==> config.mk <==
export PLATFORM = sky130hd
export DESIGN_NAME = branch_resolve_unit_flat
export DESIGN_NICKNAME = d
export VERILOG_FILES = /design/src/rtl/branch_pkg.sv /design/src/rtl/branch_resolve_unit_if.sv /design/src/rtl/branch_bht.sv /design/src/rtl/branch_resolve_unit.sv /design/src/flat_wrapper.sv
export SDC_FILE = /design/constraint.sdc
export NUM_CORES = 1
export LEC_CHECK = 0
export CAP_MARGIN = 20
export CORE_ASPECT_RATIO = 1.5
export CORE_MARGIN = 2
export CORE_UTILIZATION = 30
export CTS_BUF_LIST = sky130_fd_sc_hd__clkbuf_4 sky130_fd_sc_hd__clkbuf_8
export CTS_CLUSTER_SIZE = 14
export DETAILED_ROUTE_END_ITERATION = 10
export DONT_BUFFER_PORTS = 1
export SKIP_LAST_GASP = 1
export SYNTH_ARGS = -nofsm -noshare
export SYNTH_HDL_FRONTEND = slang
export SYNTH_SLANG_ARGS = --single-unit
==> constraint.sdc <==
create_clock -name clk -period 7.5 [get_ports clk]
set_input_delay 0.75 -clock clk [delete_from_list [all_inputs] [get_ports clk]]
set_output_delay 0.75 -clock clk [all_outputs]
set_load 0.01 [all_outputs]
==> src/rtl/branch_pkg.sv <==
// Shared branch-condition encodings and BHT counter helpers.
package branch_pkg;

  localparam logic [2:0] F3_BEQ  = 3'b000;
  localparam logic [2:0] F3_BNE  = 3'b001;
  localparam logic [2:0] F3_BLT  = 3'b100;
  localparam logic [2:0] F3_BGE  = 3'b101;
  localparam logic [2:0] F3_BLTU = 3'b110;
  localparam logic [2:0] F3_BGEU = 3'b111;

  typedef enum logic [1:0] {
    SNT = 2'b00,
    WNT = 2'b01,
    WT  = 2'b10,
    ST  = 2'b11
  } bht_state_e;

  // Saturating 2-bit counter step toward the resolved direction.
  function automatic bht_state_e bht_next(input bht_state_e state, input logic taken);
    bht_state_e nxt;
    nxt = state;
    case (state)
      SNT:     nxt = taken ? WNT : SNT;
      WNT:     nxt = taken ? WT  : SNT;
      WT:      nxt = taken ? ST  : WNT;
      ST:      nxt = taken ? ST  : WT;
      default: nxt = WNT;
    endcase
    return nxt;
  endfunction

endpackage

==> src/rtl/branch_resolve_unit_if.sv <==
// IF lookup and EX resolve signals between the pipeline and the branch unit.
interface branch_resolve_unit_if #(
  parameter int unsigned XLEN = 64
);
  logic [XLEN-1:0] if_pc;
  logic            if_pred_taken;
  logic            ex_valid;
  logic            branch;
  logic [2:0]      funct3;
  logic [XLEN-1:0] ex_pc;
  logic [XLEN-1:0] imm;
  logic [XLEN-1:0] rs1_data;
  logic [XLEN-1:0] rs2_data;
  logic            ex_pred_taken;
  logic            taken;
  logic            redirect_valid;
  logic [XLEN-1:0] redirect_pc;
  logic            flush;
  logic            illegal_funct3;

  modport master (
    output if_pc, ex_valid, branch, funct3, ex_pc, imm, rs1_data, rs2_data, ex_pred_taken,
    input  if_pred_taken, taken, redirect_valid, redirect_pc, flush, illegal_funct3
  );

  modport slave (
    input  if_pc, ex_valid, branch, funct3, ex_pc, imm, rs1_data, rs2_data, ex_pred_taken,
    output if_pred_taken, taken, redirect_valid, redirect_pc, flush, illegal_funct3
  );
endinterface

==> src/rtl/branch_bht.sv <==
// Branch history table: 2-bit saturating counters, async read, sync update.
module branch_bht
  import branch_pkg::*;
#(
  parameter  int unsigned DEPTH = 16,
  localparam int unsigned IDX_W = $clog2(DEPTH)
) (
  input  logic             clk,
  input  logic             reset,
  input  logic [IDX_W-1:0] rd_idx,
  output bht_state_e       rd_state,
  input  logic             wr_en,
  input  logic [IDX_W-1:0] wr_idx,
  input  logic             wr_taken
);

  bht_state_e mem [DEPTH];

  // Read returns the stored value, so a same-cycle update is not visible yet.
  assign rd_state = mem[rd_idx];

  // All entries start weakly not-taken; accepted branches train their entry.
  always_ff @(posedge clk or negedge reset) begin
    if (!reset) begin
      for (int unsigned i = 0; i < DEPTH; i++) begin
        mem[i] <= WNT;
      end
    end else if (wr_en) begin
      mem[wr_idx] <= bht_next(mem[wr_idx], wr_taken);
    end
  end

endmodule

==> src/rtl/branch_resolve_unit.sv <==
// Resolves RV64 conditional branches in EX, trains the BHT, and on a
// mispredict issues a redirect pulse plus a stretched flush.
module branch_resolve_unit
  import branch_pkg::*;
#(
  parameter int unsigned XLEN         = 64,
  parameter int unsigned BHT_DEPTH    = 16,
  parameter int unsigned FLUSH_CYCLES = 2,
  parameter int unsigned CNT_W        = 32,
  parameter int unsigned PREDICT_EN   = 1
) (
  input  logic             clk,
  input  logic             reset,
  input  logic             stall,
  branch_resolve_unit_if.slave bus,
  output logic [CNT_W-1:0] branch_count,
  output logic [CNT_W-1:0] mispredict_count
);

  localparam int unsigned IDX_W = $clog2(BHT_DEPTH);
  localparam int unsigned FC_W  = $clog2(FLUSH_CYCLES + 1);

  logic            cond_c;
  logic            illegal_c;
  logic            accept_c;
  logic            mis_c;
  logic [XLEN-1:0] target_c;
  logic [FC_W-1:0] flush_cnt;
  logic            unused_if_pc;

  // Branch condition decode; reserved encodings resolve not-taken.
  always_comb begin
    cond_c    = 1'b0;
    illegal_c = 1'b0;
    case (bus.funct3)
      F3_BEQ:  cond_c = (bus.rs1_data == bus.rs2_data);
      F3_BNE:  cond_c = (bus.rs1_data != bus.rs2_data);
      F3_BLT:  cond_c = ($signed(bus.rs1_data) <  $signed(bus.rs2_data));
      F3_BGE:  cond_c = ($signed(bus.rs1_data) >= $signed(bus.rs2_data));
      F3_BLTU: cond_c = (bus.rs1_data <  bus.rs2_data);
      F3_BGEU: cond_c = (bus.rs1_data >= bus.rs2_data);
      default: illegal_c = 1'b1;
    endcase
  end

  // Wrong-path instructions (under flush) and stalled cycles are never accepted.
  assign accept_c = bus.ex_valid & bus.branch & ~bus.flush & ~stall;
  assign mis_c    = accept_c & (cond_c != bus.ex_pred_taken);
  assign target_c = cond_c ? (bus.ex_pc + bus.imm) : (bus.ex_pc + XLEN'(4));

  // Registered resolve results; taken and redirect_pc hold between branches.
  always_ff @(posedge clk or negedge reset) begin
    if (!reset) begin
      bus.taken          <= 1'b0;
      bus.redirect_valid <= 1'b0;
      bus.redirect_pc    <= '0;
      bus.illegal_funct3 <= 1'b0;
    end else if (!stall) begin
      bus.redirect_valid <= mis_c;
      bus.illegal_funct3 <= accept_c & illegal_c;
      if (accept_c) begin
        bus.taken       <= cond_c;
        bus.redirect_pc <= target_c;
      end
    end
  end

  // Flush stretcher: loaded on mispredict, counts down on unstalled cycles.
  always_ff @(posedge clk or negedge reset) begin
    if (!reset) begin
      flush_cnt <= '0;
      bus.flush <= 1'b0;
    end else if (!stall) begin
      if (mis_c) begin
        flush_cnt <= FC_W'(FLUSH_CYCLES);
        bus.flush <= 1'b1;
      end else if (flush_cnt != '0) begin
        flush_cnt <= flush_cnt - FC_W'(1);
        bus.flush <= (flush_cnt != FC_W'(1));
      end
    end
  end

  // Saturating statistics counters.
  always_ff @(posedge clk or negedge reset) begin
    if (!reset) begin
      branch_count     <= '0;
      mispredict_count <= '0;
    end else begin
      if (accept_c && (branch_count != '1)) begin
        branch_count <= branch_count + CNT_W'(1);
      end
      if (mis_c && (mispredict_count != '1)) begin
        mispredict_count <= mispredict_count + CNT_W'(1);
      end
    end
  end

  assign unused_if_pc = ^bus.if_pc;

  if (PREDICT_EN != 0) begin : gen_bht
    bht_state_e rd_state;

    branch_bht #(
      .DEPTH (BHT_DEPTH)
    ) u_bht (
      .clk      (clk),
      .reset    (reset),
      .rd_idx   (bus.if_pc[IDX_W+1:2]),
      .rd_state (rd_state),
      .wr_en    (accept_c),
      .wr_idx   (bus.ex_pc[IDX_W+1:2]),
      .wr_taken (cond_c)
    );

    assign bus.if_pred_taken = rd_state[1];
  end else begin : gen_static
    assign bus.if_pred_taken = 1'b0;
  end

endmodule

==> src/flat_wrapper.sv <==
// flat-port wrapper written by rule: the top's interface ports become plain ports
module branch_resolve_unit_flat import branch_pkg::*;
#(
  parameter int unsigned XLEN         = 64,
  parameter int unsigned BHT_DEPTH    = 16,
  parameter int unsigned FLUSH_CYCLES = 2,
  parameter int unsigned CNT_W        = 32,
  parameter int unsigned PREDICT_EN   = 1
)
  (clk, reset, stall, branch_count, mispredict_count, bus_if_pc, bus_ex_valid, bus_branch, bus_funct3, bus_ex_pc, bus_imm, bus_rs1_data, bus_rs2_data, bus_ex_pred_taken, bus_if_pred_taken, bus_taken, bus_redirect_valid, bus_redirect_pc, bus_flush, bus_illegal_funct3);
  branch_resolve_unit_if #(.XLEN(XLEN)) bus_i ();
  input  logic clk;
  input  logic reset;
  input  logic stall;
  output logic [CNT_W-1:0] branch_count;
  output logic [CNT_W-1:0] mispredict_count;
  input wire logic [$bits(bus_i.if_pc)-1:0] bus_if_pc;
  input wire logic [$bits(bus_i.ex_valid)-1:0] bus_ex_valid;
  input wire logic [$bits(bus_i.branch)-1:0] bus_branch;
  input wire logic [$bits(bus_i.funct3)-1:0] bus_funct3;
  input wire logic [$bits(bus_i.ex_pc)-1:0] bus_ex_pc;
  input wire logic [$bits(bus_i.imm)-1:0] bus_imm;
  input wire logic [$bits(bus_i.rs1_data)-1:0] bus_rs1_data;
  input wire logic [$bits(bus_i.rs2_data)-1:0] bus_rs2_data;
  input wire logic [$bits(bus_i.ex_pred_taken)-1:0] bus_ex_pred_taken;
  output wire logic [$bits(bus_i.if_pred_taken)-1:0] bus_if_pred_taken;
  output wire logic [$bits(bus_i.taken)-1:0] bus_taken;
  output wire logic [$bits(bus_i.redirect_valid)-1:0] bus_redirect_valid;
  output wire logic [$bits(bus_i.redirect_pc)-1:0] bus_redirect_pc;
  output wire logic [$bits(bus_i.flush)-1:0] bus_flush;
  output wire logic [$bits(bus_i.illegal_funct3)-1:0] bus_illegal_funct3;
  assign bus_i.if_pc = bus_if_pc;
  assign bus_i.ex_valid = bus_ex_valid;
  assign bus_i.branch = bus_branch;
  assign bus_i.funct3 = bus_funct3;
  assign bus_i.ex_pc = bus_ex_pc;
  assign bus_i.imm = bus_imm;
  assign bus_i.rs1_data = bus_rs1_data;
  assign bus_i.rs2_data = bus_rs2_data;
  assign bus_i.ex_pred_taken = bus_ex_pred_taken;
  assign bus_if_pred_taken = bus_i.if_pred_taken;
  assign bus_taken = bus_i.taken;
  assign bus_redirect_valid = bus_i.redirect_valid;
  assign bus_redirect_pc = bus_i.redirect_pc;
  assign bus_flush = bus_i.flush;
  assign bus_illegal_funct3 = bus_i.illegal_funct3;
  branch_resolve_unit #(.XLEN(XLEN), .BHT_DEPTH(BHT_DEPTH), .FLUSH_CYCLES(FLUSH_CYCLES), .CNT_W(CNT_W), .PREDICT_EN(PREDICT_EN)) u_core (.clk(clk), .reset(reset), .stall(stall), .bus(bus_i), .branch_count(branch_count), .mispredict_count(mispredict_count));
endmodule
## After elaboration in Yosys (flattened, before gate mapping)

Index checks and enable logic that the tools add are counted.

| storage, ports and cells | value |
|---|---|
| register bits after elaboration | 166 |
| output and inout bits | 133 |
| logic and storage cells | 91 |

| operators by class | value |
|---|---|
| add/subtract/negate cells | 5 |
| order comparisons | 7 |
| equality and inequality tests | 14 |
| muxes and demuxes | 22 |
| bitwise operators | 9 |
| reduce and logical (&&, ||, !) cells | 10 |

Operators by type and width:

| kind | number |
|---|---|
| greater-or-equal comparator 64 bit | 2 |
| less-than comparator 64 bit | 2 |
| adder 32 x 1 -> 32 bit, second input constant | 2 |
| adder 64 x 3 -> 64 bit, second input constant | 1 |
| adder 64 bit | 1 |
| == test 64 bit | 1 |
| two-way mux 64 bit | 1 |
| inequality test 32 bit, second input constant | 2 |
| inequality test 64 bit | 1 |
| bitwise mux 32 bit | 1 |
| two-way mux 2 bit | 10 |
| binary-select mux 2 bit (select 4 bit) | 2 |
| == test 3 bit, second input constant | 4 |
| greater-or-equal comparator 5 bit, second input constant | 2 |
| NOT 4 -> 5 bit | 2 |
| demux 2 bit (select 4 bit) | 1 |
| one-hot mux 2 bit (4 select lines) | 1 |
| one-hot mux 1 bit (6 select lines) | 1 |
| OR reduction 6 bit | 1 |
| AND 1 bit | 5 |
| less-than comparator 5 x 1 -> 1 bit, second input constant | 1 |
| two-way mux 1 bit | 5 |
| == test 2 bit, second input constant | 2 |
| AND reduction 2 bit | 2 |
| other kinds (10) | 14 |

## Logic depth before layout (Yosys ltp)

Gate-level depths: netlist (run 1).

| depth | value |
|---|---|
| depth in word-level cells | 8 |
| gate-level depth with buffers | 16 |

## Modules after synthesis

A second synthesis (run 1) with hierarchy kept.

| second synthesis, totals | value |
|---|---|
| cells, all modules | 1702 |
| area, all modules | 14358.8 µm² |

By module, submodules not included:

| module | instances | cells each | area an instance (µm²) | seq. area each (µm²) |
|---|---|---|---|---|
| branch_resolve_unit | 1 | 1574 | 12504.5 | 3353.2 |
| branch_bht | 1 | 128 | 1854.3 | 820.8 |

## Worst setup path after synthesis (run 1)

OpenSTA, ideal clock, no wires.

| timing | value |
|---|---|
| path kind | input to register |
| start | input bus_imm[18] |
| end | register u_core.bus.redirect_pc[60] |
| arrival time | 3.638 ns |
| setup slack | 3.785 ns |
| stages | 12 |
| path buffers | 1 |
| cells stage by stage | ha_1 buf_2 nand4_2 or4_4 o311ai_4 a22oi_2 o41ai_2 a41oi_2 o41ai_2 xor2_1 mux2i_1 o21ai_1 |

| between the ends | value |
|---|---|
| longest elaborated chain between the ends | 2 |

Ends and longest elaborated chain:

| what | RTL line | source |
|---|---|---|
| start: declaration | flat_wrapper.sv:22 | `input wire logic [$bits(bus_i.imm)-1:0] bus_imm;` |
| adder 64 bit | branch_resolve_unit.sv:49 | `assign target_c = cond_c ? (bus.ex_pc + bus.imm) : (bus.ex_pc + XLEN'(4));` |
| two-way mux 64 bit | branch_resolve_unit.sv:49 |  |
| end signal: assignment | branch_resolve_unit.sv:63 | `bus.redirect_pc <= target_c;` |
| end: declaration | branch_resolve_unit_if.sv:28 | `output if_pred_taken, taken, redirect_valid, redirect_pc, flush, illegal_funct3` |

No other way between the ends.
A chain may end at the register's enable or synchronous reset.

## Worst setup path in the final report (run 1)

| timing | value |
|---|---|
| start | input bus_rs2_data[63] |
| end | register u_core.mispredict_count[20] |

| between the ends | value |
|---|---|
| longest elaborated chain between the ends | 5 |
| elaborated cells between the ends (all ways) | 10 |
| classes of those cells | 4 x order compare; 3 x eq/ne; 1 x mux; 1 x bitwise; 1 x reduce/logical |

Ends and longest elaborated chain:

| what | RTL line | source |
|---|---|---|
| start: declaration | flat_wrapper.sv:24 | `input wire logic [$bits(bus_i.rs2_data)-1:0] bus_rs2_data;` |
| greater-or-equal comparator 64 bit, or another cell as far along | branch_resolve_unit.sv:41 | `F3_BGEU: cond_c = (bus.rs1_data >= bus.rs2_data);` |
| one-hot mux 1 bit (6 select lines) * | branch_resolve_unit.sv:35 | `case (bus.funct3)` |
| inequality test 1 bit * | branch_resolve_unit.sv:48 | `assign mis_c = accept_c & (cond_c != bus.ex_pred_taken);` |
| AND 1 bit * | branch_resolve_unit.sv:48 |  |
| logical AND 1 bit * | branch_resolve_unit.sv:93 | `if (mis_c && (mispredict_count != '1)) begin` |
| end signal: assignment | branch_resolve_unit.sv:94 | `mispredict_count <= mispredict_count + CNT_W'(1);` |
| end: declaration | branch_resolve_unit.sv:17 | `output logic [CNT_W-1:0] mispredict_count` |

Mark *: on every way between the ends. The rest lies on a longest branch, timed or not.

==> impl_metrics.env, run 1 <==
export IMPL_slew_headroom=0.327
export IMPL_crit_chain="inv_1 -> ha_1 -> nand4_1 -> nor4_1 -> nand4b_1 -> nor4_1 -> a21oi_1 -> o21ai_0 -> a22oi_1 -> o311ai_4 -> buf_12 -> mux2i_1 -> nor2_1 -> xor2_1"
export IMPL_ys_flop_type="dfrtp_1"
export IMPL_drt_iter0_drc=671
export IMPL_grt_usage=0.185
export IMPL_vias=12700
export IMPL_synth_edf_count=0
export IMPL_fin_nets=2170
export IMPL_fp_dieArea_mm2=0.0490
export IMPL_crit_start="bus_rs2_data[63]"
export IMPL_rr_worst_depth=11
export IMPL_finalMaxSlewViolations=0
export IMPL_grt_pass1_vias=12800
export IMPL_r2r_start="u_core.mispredict_count[6]"
export IMPL_yosys_warnings=0
export IMPL_fp_dieW_um=181
export IMPL_io_buffers=0
export IMPL_rsz0062_at_grt="false"
export IMPL_clock_sinks=166
export IMPL_cp_num_cells=14
export IMPL_dp_hpwl_mm=36.3
export IMPL_critPathTopFamily="simple AND/OR/NAND/NOR gates"
export IMPL_timing_rr_end="u_core.mispredict_count[20]"
export IMPL_slowest_delay_ns=0.89
export IMPL_area_delta_synth_final_pct=7.48
export IMPL_clkSlewWorstSetupHoldPaths_ns=0.11
export IMPL_wirelength_mm=46.5
export IMPL_syn_area_mm2=0.0142
export IMPL_postCtsSetupBuffers=0
export IMPL_cts_buffer_depth=2
export IMPL_synth_cells=1744
export IMPL_rrSetupSlack_ns=3.48
export IMPL_fillCellCount=4911
export IMPL_cts_tree="built"
export IMPL_cts_resized=0
export IMPL_drc_errors=0
export IMPL_htree_levels=4
export IMPL_drive_above_1_share=0.0553
export IMPL_slowest_stage="mux2i_1"
export IMPL_worstPathRequired_ns=7.89
export IMPL_timing_setup_tns_ns=0
export IMPL_insertion_delay_ns=0.52
export IMPL_power_density_mw_per_mm2=197
export IMPL_ys_seq_area_frac=0.295
export IMPL_synth_nets=2209
export IMPL_leakage_nw=6.95
export IMPL_cts_root_buffer="clkbuf_8"
export IMPL_fin_skew_ns=0.0235
export IMPL_vias_per_cell=5.47
export IMPL_crit_top_cell="nor4_1"
export IMPL_gp_congestion=0.891
export IMPL_rows=97
export IMPL_critical_path_max_fanout=119
export IMPL_globalRouteOverflowTotal=0
export IMPL_layout_min_cycle_time_ns=4.80
export IMPL_endpoint_kind="flop"
export IMPL_synth_cell_types=71
export IMPL_io_pins=462
export IMPL_criticalPathCategory="in2reg"
export IMPL_crit_buf_inv=2
export IMPL_critPathLaunchType="input pin"
export IMPL_outcome="completed"
export IMPL_hold_viol_final=0
export IMPL_max_freq_mhz=208
export IMPL_ant_nets=0
export IMPL_worstMarginPinSlew_ns=0.982
export IMPL_dieHeight_um=270
export IMPL_critPathCapture="u_core.mispredict_count[20]"
export IMPL_start_util=0.303
export IMPL_first_pass_iters=5
export IMPL_core_mm2=0.0467
export IMPL_antenna_found_initial=10
export IMPL_synth_async_reset_ratio=1.00
export IMPL_syn_avg_cell_area_um2=8.12
export IMPL_final_util=0.326
export IMPL_post_route_period_util=0.641
export IMPL_ir_drop_uv=98.4
export IMPL_grt_first_pass_wirelength_mm=71.0
export IMPL_synth_seq_cells=166
export IMPL_grt_max_degree=151
export IMPL_setup_viol=0
export IMPL_hold_path_class="in2async"
export IMPL_numCtsBuffers=17
export IMPL_routedWlPerCell_um=20.0
export IMPL_arrival_ns=5.19
export IMPL_drv_cap=0
-- area by class of cell --
| cell class | instances | area [um2] | area share |
|---|---|---|---|
| antenna | 9 | 22.5 | 0.00148 |
| clock inverter | 15 | 179 | 0.0118 |
| inverter | 101 | 379 | 0.0249 |
| multi-input combinational | 1410 | 9390 | 0.617 |
| tap | 594 | 743 | 0.0488 |
| clock buffer | 17 | 234 | 0.0154 |
| sequential | 166 | 4170 | 0.274 |
| timing repair buffer | 9 | 100 | 0.00657 |
-- metrics by stage --
step	std cells	setup WS, ns	instance area (um2)	hold slack (ns)	power (mW)
global placement	2278	2.19	14800	0.458	2.25
detailed placement	2279	2.28	14800	0.457	2.28
floorplan	1744	3.79	14200	0.454	2.00
global route	2321	2.43	15200	0.0453	3.20
finish	2321	2.70	15200	0.101	2.99
CTS	2312	2.85	15200	0.0440	3.02
-- sequential cells by signal (all words and copies together), names as in the netlist --
name / flops
u_core.bus.redirect_pc: 64
u_core.bus.redirect_valid: 1
u_core.gen_bht.u_bht.mem: 32
u_core.flush_cnt: 2
u_core.mispredict_count: 32
u_core.bus.taken: 1
u_core.branch_count: 32
u_core.bus.illegal_funct3: 1
u_core.bus.flush: 1
-- report_power, final --
group          switching (mW)  internal (mW)
clock                   0.434          0.284
combinational           0.484          0.353
sequential              0.316           1.12
total                    1.23           1.76
-- how the worst min path moves through the flow --
stage / endpoint / slack, ns / cells past startpoint
finish: u_core.gen_bht.u_bht.mem[2] / 0.10 / 0
global route: u_core.gen_bht.u_bht.mem[0] / 0.05 / 0
CTS: u_core.gen_bht.u_bht.mem[2] / 0.04 / 0
detailed placement: u_core.branch_count[19] / 0.46 / 0
global placement: u_core.branch_count[20] / 0.46 / 0
floorplan: u_core.branch_count[0] / 0.45 / 0
-- placed cells by master (no fill, tap or decap), types with 9 or more instances in the layout --
| cell type | Yosys | routed |
|---|---|---|
| dfstp_2 | 16 | 16 |
| o21ai_0 | 137 | 137 |
| xnor2_1 | 91 | 91 |
| diode_2 | 0 | 9 |
| a21oi_1 | 129 | 129 |
| o211ai_1 | 13 | 13 |
| and3_1 | 27 | 27 |
| clkbuf_8 | 0 | 17 |
| ha_1 | 135 | 135 |
| nor3_1 | 25 | 25 |
| mux4_2 | 14 | 14 |
| nand2b_1 | 9 | 9 |
| nand2_1 | 253 | 253 |
| dfrtp_1 | 150 | 150 |
| nand4_1 | 48 | 48 |
| nor2_1 | 144 | 144 |
| inv_1 | 101 | 101 |
| a21o_1 | 47 | 47 |
| nand3_1 | 72 | 72 |
| a221oi_1 | 11 | 11 |
| xor2_1 | 87 | 87 |
| nor4_1 | 12 | 12 |
| a211oi_1 | 11 | 11 |
| and4_1 | 13 | 13 |
| o21bai_1 | 12 | 12 |
| mux2i_1 | 18 | 18 |
-- worst register-to-register path, stage by stage (launching register included) --
cell	delay (ns)
dfrtp_1	0.53
and4_1	0.27
and3_1	0.21
and3_1	0.38
and4_1	0.31
and3_1	0.20
nand4_1	0.17
nor4_1	0.62
nor2_1	0.11
mux2i_1	0.79
nor2_1	0.14
xor2_1	0.18
-- cell families after synthesis --
logic type,Yosys count,synth area share
adder cells (fa/ha/maj),138,0.122
multiplexers,35,0.0374
buffers and inverters,168,0.0457
AO/OA/AOI/OAI,421,0.182
XOR/XNOR,178,0.110
AND/OR/NAND/NOR,638,0.208
flip-flops,166,0.295
-- cells in the mapped netlist (9+ instances only) --
| library cell | n | area, um2 |
|---|---|---|
| and4_1 | 13 | 114 |
| nor3_1 | 25 | 125 |
| nand3_1 | 72 | 360 |
| nor4_1 | 12 | 75.1 |
| a211oi_1 | 11 | 82.6 |
| a221oi_1 | 11 | 96.3 |
| o21bai_1 | 12 | 90.1 |
| xor2_1 | 87 | 762 |
| nand4_1 | 48 | 300 |
| buf_2 | 9 | 45.0 |
| mux2i_1 | 18 | 180 |
| dfstp_2 | 16 | 420 |
| ha_1 | 135 | 1690 |
| dfrtp_1 | 150 | 3750 |
| nand2_1 | 253 | 950 |
| inv_1 | 101 | 379 |
| xnor2_1 | 91 | 797 |
| a21oi_1 | 129 | 646 |
| mux4_2 | 14 | 315 |
| nand2b_1 | 9 | 56.3 |
| o211ai_1 | 13 | 97.6 |
| clkbuf_1 | 54 | 203 |
| o21ai_0 | 137 | 686 |
| nor2_1 | 144 | 541 |
| a21o_1 | 47 | 353 |
| and3_1 | 27 | 169 |
-- routing by layer --
layer / vias to the layer above / wire (um) / track usage
li1: 6096 / - / -
met5: - / 0 / 0
met4: 0 / 2490 / 0.108
met3: 111 / 3690 / 0.0566
met2: 497 / 23900 / 0.342
met1: 5997 / 16500 / 0.180
-- repair_timing --
item	CTS	global route
setup endpoints to repair	0	0
hold buffers	1	0
endpoints found under the hold margin	150	0
No activity file was read; power rests on OpenSTA's default activity.
==> run 2, diff against run 1 <==
clock period = 4.81 ns   (was 7.5 ns; I/O delays follow)
==> impl_metrics.env, run 2 (same netlist as run 1, synthesis figures left out) <==
export IMPL_crit_chain="ha_1 -> inv_1 -> fa_1 -> nand2b_1 -> a21oi_1 -> o21ai_0 -> o311ai_4 -> a22oi_2 -> o41ai_2 -> a41oi_2 -> a21boi_1 -> a31oi_1 -> xor2_1 -> o21ai_0"
export IMPL_ant_nets=0
export IMPL_vias=12700
export IMPL_grt_first_pass_wirelength_mm=71.1
export IMPL_fin_nets=2186
export IMPL_clkSlewWorstSetupHoldPaths_ns=0.12
export IMPL_total_power_mw=4.63
export IMPL_start_util=0.303
export IMPL_antenna_found_initial=8
export IMPL_cts_tree="built"
export IMPL_top_register="u_core.bus.redirect_pc"
export IMPL_grt_pass1_vias=12800
export IMPL_drive_above_1_share=0.0634
export IMPL_fp_dieArea_mm2=0.0490
export IMPL_outcome="completed"
export IMPL_dieHeight_um=270
export IMPL_crit_buf_inv=1
export IMPL_critPathLaunchType="input pin"
export IMPL_vias_per_cell=5.44
export IMPL_numCtsBuffers=17
export IMPL_drv_cap=0
export IMPL_worstMarginPinSlew_ns=0.921
export IMPL_layout_common_cells="253 x nand2_1, 150 x dfrtp_1, 144 x nor2_1"
export IMPL_crit_top_cell="o21ai_0"
export IMPL_setup_viol=0
export IMPL_post_place_ws_ns=0.528
export IMPL_cts_buffer_depth=2
export IMPL_drc_errors=0
export IMPL_globalRouteOverflowTotal=0
export IMPL_first_pass_iters=5
export IMPL_slowest_stage="o41ai_2"
export IMPL_drt_iter0_drc=631
export IMPL_arrival_ns=4.24
export IMPL_criticalPathCategory="in2reg"
export IMPL_grt_usage=0.185
export IMPL_hold_viol_final=0
export IMPL_postCtsSetupBuffers=0
export IMPL_rsz0062_at_grt="false"
export IMPL_critPathTopFamily="compound AO/OA/AOI/OAI gates"
export IMPL_setup_ws_ns=0.997
export IMPL_ir_drop_uv=158
export IMPL_grt_max_degree=167
export IMPL_area_delta_synth_final_pct=8.29
export IMPL_leakage_nw=7.02
export IMPL_io_buffers=0
export IMPL_routedWlPerCell_um=19.8
export IMPL_power_density_mw_per_mm2=302
export IMPL_slew_headroom=0.386
export IMPL_max_freq_mhz=262
export IMPL_gp_congestion=0.901
export IMPL_fp_dieW_um=181
export IMPL_hold_path_class="in2reg"
export IMPL_fin_skew_ns=0.0305
export IMPL_clock_sinks=166
export IMPL_timing_setup_tns_ns=0
export IMPL_io_pins=462
export IMPL_final_common_cell="nand2_1"
export IMPL_post_route_period_util=0.793
export IMPL_worstPathRequired_ns=5.23
export IMPL_wirelength_mm=46.2
export IMPL_endpoint_kind="flop"
export IMPL_insertion_delay_ns=0.50
export IMPL_htree_levels=4
export IMPL_core_mm2=0.0467
export IMPL_critical_path_max_fanout=4
export IMPL_layout_min_cycle_time_ns=3.81
export IMPL_cts_root_buffer="clkbuf_8"
export IMPL_finalMaxSlewViolations=0
export IMPL_rows=97
export IMPL_largest_register_ffs=64
export IMPL_slowest_delay_ns=0.60
export IMPL_dp_hpwl_mm=36.9
## run 2: power breakdown
| part | leakage [nW] | internal [mW] | total, mW | switching (mW) |
|---|---|---|---|---|
| Combinational | 4.69 | 0.568 | 1.33 | 0.760 |
| Clock | 0.203 | 0.392 | 1.06 | 0.665 |
| Sequential | 2.13 | 1.75 | 2.25 | 0.498 |
## run 2: layout make-up
type	instances	area (um2)
fillers	4919	31400
multi-input cells	1410	9390
flip-flops and latches	166	4170
well taps	594	743
inverters	101	379
repair buffers	25	235
clock buffers	17	234
clock inverters	15	159
diodes	9	22.5
## run 2: stage by stage
| stage | std cells | utilization | cell area [um2] | hold slack, ns |
|---|---|---|---|---|
| floorplan | 1744 | - | 14200 | 0.185 |
| global placement | 2294 | 0.319 | 14900 | 0.189 |
| detailed placement | 2294 | 0.319 | 14900 | 0.188 |
| CTS | 2328 | 0.328 | 15300 | 0.0473 |
| global route | 2337 | 0.328 | 15300 | 0.0912 |
| finish | 2337 | 0.328 | 15300 | 0.115 |
## run 2: what timing repair did
item | CTS | global route
hold buffers | 2 | 0
resized for setup | 0 | 0
hold endpoints to repair | 166 | 0
## run 2: metal layers
layer	vias to the layer above	GRT usage	wire, um
met5	-	0	0
met2	513	0.346	24100
met3	115	0.0504	3380
met4	0	0.116	2520
met1	5940	0.178	16200
li1	6138	-	-
## run 2: worst paths after layout
check / from / end / slack [ns] / depth (start not counted)
worst max-delay path: bus_imm[0] / u_core.bus.redirect_pc[58] / 1.0 / 14
worst min-delay path: stall / u_core.bus.redirect_valid / 0.12 / 2
worst max register to register: u_core.mispredict_count[6] / u_core.mispredict_count[30] / 1.19 / 12
worst min register to register: u_core.gen_bht.u_bht.mem[6] / u_core.gen_bht.u_bht.mem[6] / 0.49 / 2
max in group asynchronous: reset / u_core.bus.redirect_pc[19] / 3.40 / 2
min in group asynchronous: reset / u_core.branch_count[20] / 0.63 / 2
## run 2: worst register-to-register path, cell delays in order (launching register included)
cell	delay (ns)
dfrtp_1	0.54
and4_1	0.29
and3_1	0.21
and3_1	0.36
and4_1	0.31
and3_1	0.20
nand4_1	0.17
nor4_1	0.65
nor2_1	0.12
mux2i_1	0.19
buf_4	0.22
nor3b_1	0.08
xor2_1	0.14
